--- config.mk ---
export PLATFORM = sky130hd
export DESIGN_NAME = bram_port_master
export DESIGN_NICKNAME = d
export VERILOG_FILES = /design/src/rtl/bram_if_pkg.sv /design/src/rtl/bram_resp_fifo.sv /design/src/rtl/bram_port_master.sv
export SDC_FILE = /design/constraint.sdc
export NUM_CORES = 1
export LEC_CHECK = 0
export ABC_CLOCK_PERIOD_IN_PS = 4200
export BUFFER_PORTS_ARGS = -buffer_cell sky130_fd_sc_hd__buf_4
export CORE_MARGIN = 3
export CORE_UTILIZATION = 30
export DETAILED_ROUTE_END_ITERATION = 10
export SLEW_MARGIN = 20
export SYNTH_ARGS = -nofsm -noshare
export SYNTH_HDL_FRONTEND = slang
export SYNTH_SLANG_ARGS = --single-unit
--- constraint.sdc ---
create_clock -name CLK -period 4.2 [get_ports CLK]
set_clock_uncertainty 0.2 [all_clocks]
set_input_delay 0.63 -clock CLK [delete_from_list [all_inputs] [get_ports CLK]]
set_output_delay 0.63 -clock CLK [all_outputs]
set_load 0.01 [all_outputs]
--- src/rtl/bram_if_pkg.sv ---
// Shared constants and request encoding for BRAM port masters and their clients.
package bram_if_pkg;

  localparam int DEF_DATA_W = 36;
  localparam int DEF_ADDR_W = 9;

  typedef enum logic {
    REQ_READ  = 1'b0,
    REQ_WRITE = 1'b1
  } req_kind_e;

endpackage

--- src/rtl/bram_resp_fifo.sv ---
// Response buffer: power-of-two ring with wrapping pointers and a separate occupancy count.
module bram_resp_fifo #(
  parameter int width = 36,
  parameter int depth = 2
) (
  input  logic             clk,
  input  logic             rst_n,
  input  logic             push,
  input  logic [width-1:0] wdata,
  input  logic             pop,
  output logic [width-1:0] rdata,
  output logic             empty
);

  localparam int PTR_W = $clog2(depth);
  localparam int CNT_W = PTR_W + 1;

  logic [width-1:0] mem [depth];
  logic [PTR_W-1:0] wr_ptr;
  logic [PTR_W-1:0] rd_ptr;
  logic [CNT_W-1:0] count;
  logic             full;
  logic             do_push;
  logic             do_pop;

  assign empty   = (count == '0);
  assign full    = (count == CNT_W'(depth));
  assign do_pop  = pop & ~empty;
  // A push into a full buffer is fine when the head leaves in the same cycle.
  assign do_push = push & (~full | do_pop);
  assign rdata   = mem[rd_ptr];

  always_ff @(posedge clk or negedge rst_n) begin
    if (!rst_n) begin
      wr_ptr <= '0;
      rd_ptr <= '0;
      count  <= '0;
    end else begin
      if (do_push) wr_ptr <= wr_ptr + PTR_W'(1);
      if (do_pop)  rd_ptr <= rd_ptr + PTR_W'(1);
      case ({do_push, do_pop})
        2'b10:   count <= count + CNT_W'(1);
        2'b01:   count <= count - CNT_W'(1);
        default: count <= count;
      endcase
    end
  end

  always_ff @(posedge clk) begin
    if (do_push) mem[wr_ptr] <= wdata;
  end

endmodule

--- src/rtl/bram_port_master.sv ---
// Credit-flow master for one BRAM port with an in-order read response buffer.
// Define BRAM_PORT_MASTER_BYPASS_EN to forward a capture straight to resp_* when the buffer is empty.
module bram_port_master
  import bram_if_pkg::*;
#(
  parameter int dataWidth = DEF_DATA_W,
  parameter int addrWidth = DEF_ADDR_W,
  parameter int respDepth = 2
) (
  input  logic                 CLK,
  input  logic                 RST_N,
  input  logic                 req_valid,
  output logic                 req_ready,
  input  logic                 req_write,
  input  logic [addrWidth-1:0] req_addr,
  input  logic [dataWidth-1:0] req_data,
  output logic                 resp_valid,
  input  logic                 resp_ready,
  output logic [dataWidth-1:0] resp_data,
  output logic                 bram_en,
  output logic                 bram_we,
  output logic [addrWidth-1:0] bram_addr,
  output logic [dataWidth-1:0] bram_di,
  input  logic [dataWidth-1:0] bram_do,
  input  logic                 bram_rdy,
  input  logic                 bram_rdyResp
);

  localparam int CRED_W = $clog2(respDepth) + 1;

  logic                 run;
  logic                 inflight;
  logic [CRED_W-1:0]    credits;
  logic                 is_wr;
  logic                 stall;
  logic                 capture;
  logic                 accept;
  logic                 read_acc;
  logic                 push;
  logic                 pop;
  logic                 fifo_empty;
  logic [dataWidth-1:0] fifo_rdata;

  assign is_wr    = (req_kind_e'(req_write) == REQ_WRITE);
  // Holding off new requests while a read waits keeps the BRAM output register stable.
  assign stall    = inflight & ~bram_rdyResp;
  assign capture  = inflight & bram_rdyResp;
  assign req_ready = run & bram_rdy & ~stall & (is_wr | (credits != '0));
  assign accept   = req_valid & req_ready;
  assign read_acc = accept & ~is_wr;

  assign bram_en   = accept;
  assign bram_we   = accept & is_wr;
  assign bram_addr = req_addr;
  assign bram_di   = req_data;

`ifdef BRAM_PORT_MASTER_BYPASS_EN
  assign resp_valid = ~fifo_empty | capture;
  assign resp_data  = fifo_empty ? bram_do : fifo_rdata;
  assign push       = capture & ~(fifo_empty & resp_ready);
`else
  assign resp_valid = ~fifo_empty;
  assign resp_data  = fifo_rdata;
  assign push       = capture;
`endif

  assign pop = resp_valid & resp_ready;

  // run gates req_ready so it cannot rise before the first edge after reset release.
  always_ff @(posedge CLK or negedge RST_N) begin
    if (!RST_N) begin
      run      <= 1'b0;
      inflight <= 1'b0;
      credits  <= CRED_W'(respDepth);
    end else begin
      run <= 1'b1;
      if (read_acc)     inflight <= 1'b1;
      else if (capture) inflight <= 1'b0;
      case ({read_acc, pop})
        2'b10:   credits <= credits - CRED_W'(1);
        2'b01:   credits <= credits + CRED_W'(1);
        default: credits <= credits;
      endcase
    end
  end

  bram_resp_fifo #(
    .width (dataWidth),
    .depth (respDepth)
  ) u_resp_fifo (
    .clk   (CLK),
    .rst_n (RST_N),
    .push  (push),
    .wdata (bram_do),
    .pop   (pop),
    .rdata (fifo_rdata),
    .empty (fifo_empty)
  );

endmodule

=== Yosys cells after proc, flatten, opt, wreduce, memory -nomap -nowiden ===
Memory sizes are Yosys's and may differ from the RTL's.
Cells that the tools add are included.

* RAM bits: 72
* Flip-flop bits (word level): 8
* Memories kept: 1
* Output and inout port bits: 85
* Logic and storage cells: 47
* Input bits: 88

* Eq/ne operators: 5
* Muxes and demuxes: 6
* Add/sub/neg operators: 6
* Bitwise operators: 18
* Reduce and logical (&&, ||, !) cells: 5

{| class="wikitable"
|+ Memories
! name !! depth !! bits a word !! read ports !! clocked after memory_dff !! wr ports !! line !! text
|-
| u_resp_fifo.mem || 2 || 36 || 1 || 0 || 1 || bram_resp_fifo.sv:18 || <nowiki>logic [width-1:0] mem [depth];</nowiki>
|}

{| class="wikitable"
|+ Operators with widths
! kind !! count
|-
| 1-bit bitwise AND || 11
|-
| 2-bit one-hot mux with 2 select lines || 2
|-
| 2-bit nonzero test || 4
|-
| 2-bit == test (second input constant) || 3
|-
| 1-bit inverter || 5
|-
| 2-bit by 1-bit adder with 2-bit output (second input constant) || 2
|-
| 2-bit by 1-bit == test with 1-bit output (second input constant) || 2
|-
| 1-bit 2-to-1 mux || 4
|-
| 2-bit by 1-bit subtractor with 2-bit output (second input constant) || 2
|-
| 1-bit adder (second input constant) || 2
|-
| 2-bit logical NOT || 1
|-
| 1-bit OR || 2
|}

=== Logic depth before layout (Yosys ltp) ===
* Depth in word-level cells: 9
* Gate-level depth with buffers: 7

=== Hierarchy ===
Synthesis repeated with hierarchy kept, for this count alone.

* Cell total of the unflattened synthesis: 204
* Area total of the unflattened synthesis: 3394.5 µm²

{| class="wikitable"
|+ By module, submodules not included
! module !! area an instance (µm²) !! cells an instance !! times used
|-
| bram_resp_fifo || 2813.9 || 135 || 1
|-
| bram_port_master || 580.6 || 69 || 1
|}

=== Least setup slack after synthesis ===
OpenSTA, ideal clock, no wires.

* Path type: input port to flip-flop
* Start: in bram_rdyResp
* End: mem u_resp_fifo.mem[0][0], enable pin
* Path slack: 1286 ps
* Arrival: 2285 ps
* Required time: 3571 ps
* Stages: 2
* Path through: o311ai_4 > nor2_1

* Cells in the longest elaborated chain, start to end: 4

{| class="wikitable"
|+ Ends and longest elaborated chain
! item !! line !! text
|-
| from (decl) || bram_port_master.sv:26 || <nowiki>input logic bram_rdyResp</nowiki>
|-
| 1-bit bitwise AND || bram_port_master.sv:47 || <nowiki>assign capture = inflight & bram_rdyResp;</nowiki>
|-
| 1-bit bitwise AND || bram_resp_fifo.sv:30 || <nowiki>assign do_push = push & (~full | do_pop);</nowiki>
|-
| 1-bit 2-to-1 mux || bram_resp_fifo.sv:50 || <nowiki>if (do_push) mem[wr_ptr] <= wdata;</nowiki>
|-
| 1-bit 2-to-1 mux (not written as such) || bram_resp_fifo.sv:50 ||
|-
| to (decl) || bram_resp_fifo.sv:18 ||
|}

No other way between the ends.

=== Worst setup path in the final report ===
* Start: reg u_resp_fifo.rd_ptr
* End: out resp_data[4]

* Cells in the longest elaborated chain, start to end: 1

{| class="wikitable"
|+ Ends and longest elaborated chain
! item !! line !! text
|-
| from (decl) || bram_resp_fifo.sv:20 || <nowiki>logic [PTR_W-1:0] rd_ptr;</nowiki>
|-
| from (signal assigned) || bram_resp_fifo.sv:40 || <nowiki>if (do_pop) rd_ptr <= rd_ptr + PTR_W'(1);</nowiki>
|-
| memory read 2 x 36 bit || - ||
|-
| to (decl) || bram_port_master.sv:19 || <nowiki>output logic [dataWidth-1:0] resp_data,</nowiki>
|}

No other way between the ends.

==> flow_metrics.env <==
export IMPL_cts_htree_levels=3
export IMPL_route_met3_wl_um=549
export IMPL_status="finished, final reports clean"
export IMPL_yosysSeqAreaShare_pct=70.04
export IMPL_grt_use_total_pct=9.534
export IMPL_routed_wl_mm=5.721
export IMPL_worst_hold_path_type="primary input to flip-flop"
export IMPL_drive_gt1_share_pct=57.26
export IMPL_synth_cell_types=21
export IMPL_crit_fanout=37
export IMPL_critical_path_required_ns=3.37
export IMPL_p_leak_nw=1.554
export IMPL_vias_per_cell=4.260
export IMPL_fin_cells=388
export IMPL_grt_pass1_wl_mm=9.225
export IMPL_cts_made_buffers=9
export IMPL_worstPathArrival_ns=1.86
export IMPL_min_period_over_period_pct=63.96
export IMPL_initial_core_util_pct=30.86
export IMPL_path_class="flip-flop to output pin"
export IMPL_fin_nets=333
export IMPL_rows=38
export IMPL_die_area_um2=12560
export IMPL_finalCriticalPeriod_ns=2.687
export IMPL_power_density_nw_per_um2=570.1
export IMPL_cp_end_kind="output pin"
export IMPL_syn_avg_cell_area_um2=17.22
export IMPL_peakVddDrop_mv=0.2821
export IMPL_gp_congestion=0.6812
export IMPL_die_w_um=112.1
export IMPL_hold_viol_final=0
export IMPL_vias=1653
export IMPL_synth_cells=196
export IMPL_max_freq_mhz=372.2
export IMPL_grt_overflow=0
export IMPL_drtPass1Iterations=4
export IMPL_clk_pin_slew_ns=0.06
export IMPL_drc=0
export IMPL_startpoint_type="flip-flop"
export IMPL_mostFrequentLayoutCells="82 x buf_4, 72 x edfxtp_1, 36 x mux2_2"
export IMPL_drv_slew=0
export IMPL_wl_met1_mm=2.384
export IMPL_top_layer="met4"
export IMPL_critPathLaunch="u_resp_fifo.rd_ptr$_DFFE_PN0P_"
export IMPL_rsz0062_at_grt="false"
export IMPL_final_common_cell="buf_4"
export IMPL_max_cap_viol_count=0
export IMPL_ys_warnings_count=0
export IMPL_tightest_slew_ns=0.8946
export IMPL_setup_viol=0
export IMPL_r2r_start="u_resp_fifo.count[1]$_DFFE_PN0P_"
export IMPL_num_antenna_cells=0
export IMPL_dr_wl_met2_mm=2.568
export IMPL_cts_resized=0
export IMPL_utilization_pct=38.40
export IMPL_grt_pass1_vias=1851
export IMPL_setup_tns_ns=0
export IMPL_synthesis_area_um2=3374
export IMPL_cts_tree="done"
export IMPL_cts_sinks=80
export IMPL_synth_fp_nets=286
export IMPL_cts_buffer_depth=2
export IMPL_ys_ff_latch=80
export IMPL_placed_cells=369
export IMPL_io_pins=173
export IMPL_die_height_um=112.1
export IMPL_port_buffers=82
export IMPL_antenna_found_initial=0
export IMPL_wl_per_cell_um=14.74
export IMPL_drtIter0Drc=55
export IMPL_hpwl_mm=3.673
export IMPL_grt_start_max_net_pins=38
export IMPL_core_area_um2=10940
export IMPL_worstHoldStart="bram_do[14]"
export IMPL_clk_latency_ns=0.33
export IMPL_slew_headroom_pct=40.36
export IMPL_root_buffer="clkbuf_16"
export IMPL_ant_nets=0
export IMPL_area_growth_pct=24.43
## per-stage QoR
| step | cell area [um2] | hold slack, ns | power [mW] | setup WS (ns) |
|---|---|---|---|---|
| global placement | 3816 | 0.2658 | 1.583 | 1.780 |
| finish | 4199 | 0.2808 | 2.394 | 1.513 |
| CTS | 4144 | 0.2655 | 2.432 | 1.438 |
| detailed placement | 3816 | 0.2595 | 1.596 | 1.768 |
| floorplan | 3374 | 0.1344 | 1.400 | 1.286 |
| global route | 4199 | 0.2639 | 2.520 | 1.372 |
## flip-flops by register name, summed over array words and instances (netlist names)
signal / cells
u_resp_fifo.mem: 72
credits: 2
u_resp_fifo.count: 2
inflight: 1
run: 1
u_resp_fifo.rd_ptr: 1
u_resp_fifo.wr_ptr: 1
## final timing paths
kind                                                    end  slack [ns]  cells after the start
max in group asynchronous            credits[1]$_DFFE_PN1P_        3.13                      2
setup / recovery                               resp_data[4]        1.51                      2
min in group asynchronous  u_resp_fifo.count[1]$_DFFE_PN0P_        0.45                      2
hold / removal             u_resp_fifo.mem[0][14]$_DFFE_PP_        0.28                      1
setup reg to reg            u_resp_fifo.mem[0][4]$_DFFE_PP_        2.24                      4
hold reg to reg                      credits[1]$_DFFE_PN1P_        0.33                      1
## layout make-up
class / instances / area (um2)
tap: 140 / 175.2
clock buffer: 13 / 250.2
timing repair buffer: 85 / 680.7
clock inverter: 3 / 67.56
inverter: 3 / 11.26
sequential: 80 / 2365
multi-input combinational: 64 / 649.4
fill: 1054 / 6736
## layer usage
metal  track usage (%)  vias up
li1                  -      758
met1             11.66      784
met5                 0        -
met4             6.731        0
met3             4.205       34
met2             13.43       77
## power breakdown
group / switching (mW) / internal (mW)
clock: 0.287 / 0.537
sequential: 0.112 / 0.931
combinational: 0.197 / 0.331
total: 0.595 / 1.80
## timing repair
item,CTS,global route
hold endpoints to repair,7,0
setup endpoints to repair,0,0
setup buffers,0,0
hold buffers,1,0
## Yosys cell counts
cell | count | share of area, %
o311ai_4 | 1 | 0.78
xor2_1 | 3 | 0.78
conb_1 | 1 | 0.11
dfstp_2 | 1 | 0.78
buf_2 | 1 | 0.15
mux2_2 | 36 | 12
ha_1 | 2 | 0.74
or2_2 | 1 | 0.19
dfrtp_1 | 7 | 5.2
edfxtp_1 | 72 | 64
xnor2_1 | 5 | 1.3
nand3_1 | 1 | 0.15
buf_4 | 48 | 11
o31ai_1 | 1 | 0.22
nand2b_4 | 1 | 0.41
and2_4 | 1 | 0.26
inv_1 | 3 | 0.33
nor2_1 | 8 | 0.89
or3_1 | 1 | 0.19
nand4_4 | 1 | 0.63
nor3_1 | 1 | 0.15
## kinds of logic (layout without fill, tap and decap cells)
family | after synthesis | in the layout | share of synthesized area (%)
buffers and inverters | 52 | 104 | 11.16
adder cells (fa/ha/maj) | 2 | 2 | 0.7414
other | 1 | 1 | 0.1111
XOR/XNOR | 8 | 8 | 2.076
multiplexers | 36 | 36 | 12.01
AND/OR/NAND/NOR | 15 | 15 | 2.855
AO/OA/AOI/OAI | 2 | 2 | 1.001
flip-flops | 80 | 80 | 70.04
## critical path: stages, from the launching register on
cell and delay, ns:
dfrtp_2 0.95, mux2_2 0.42, buf_4 0.14
No activity file was read; power rests on OpenSTA's default activity.
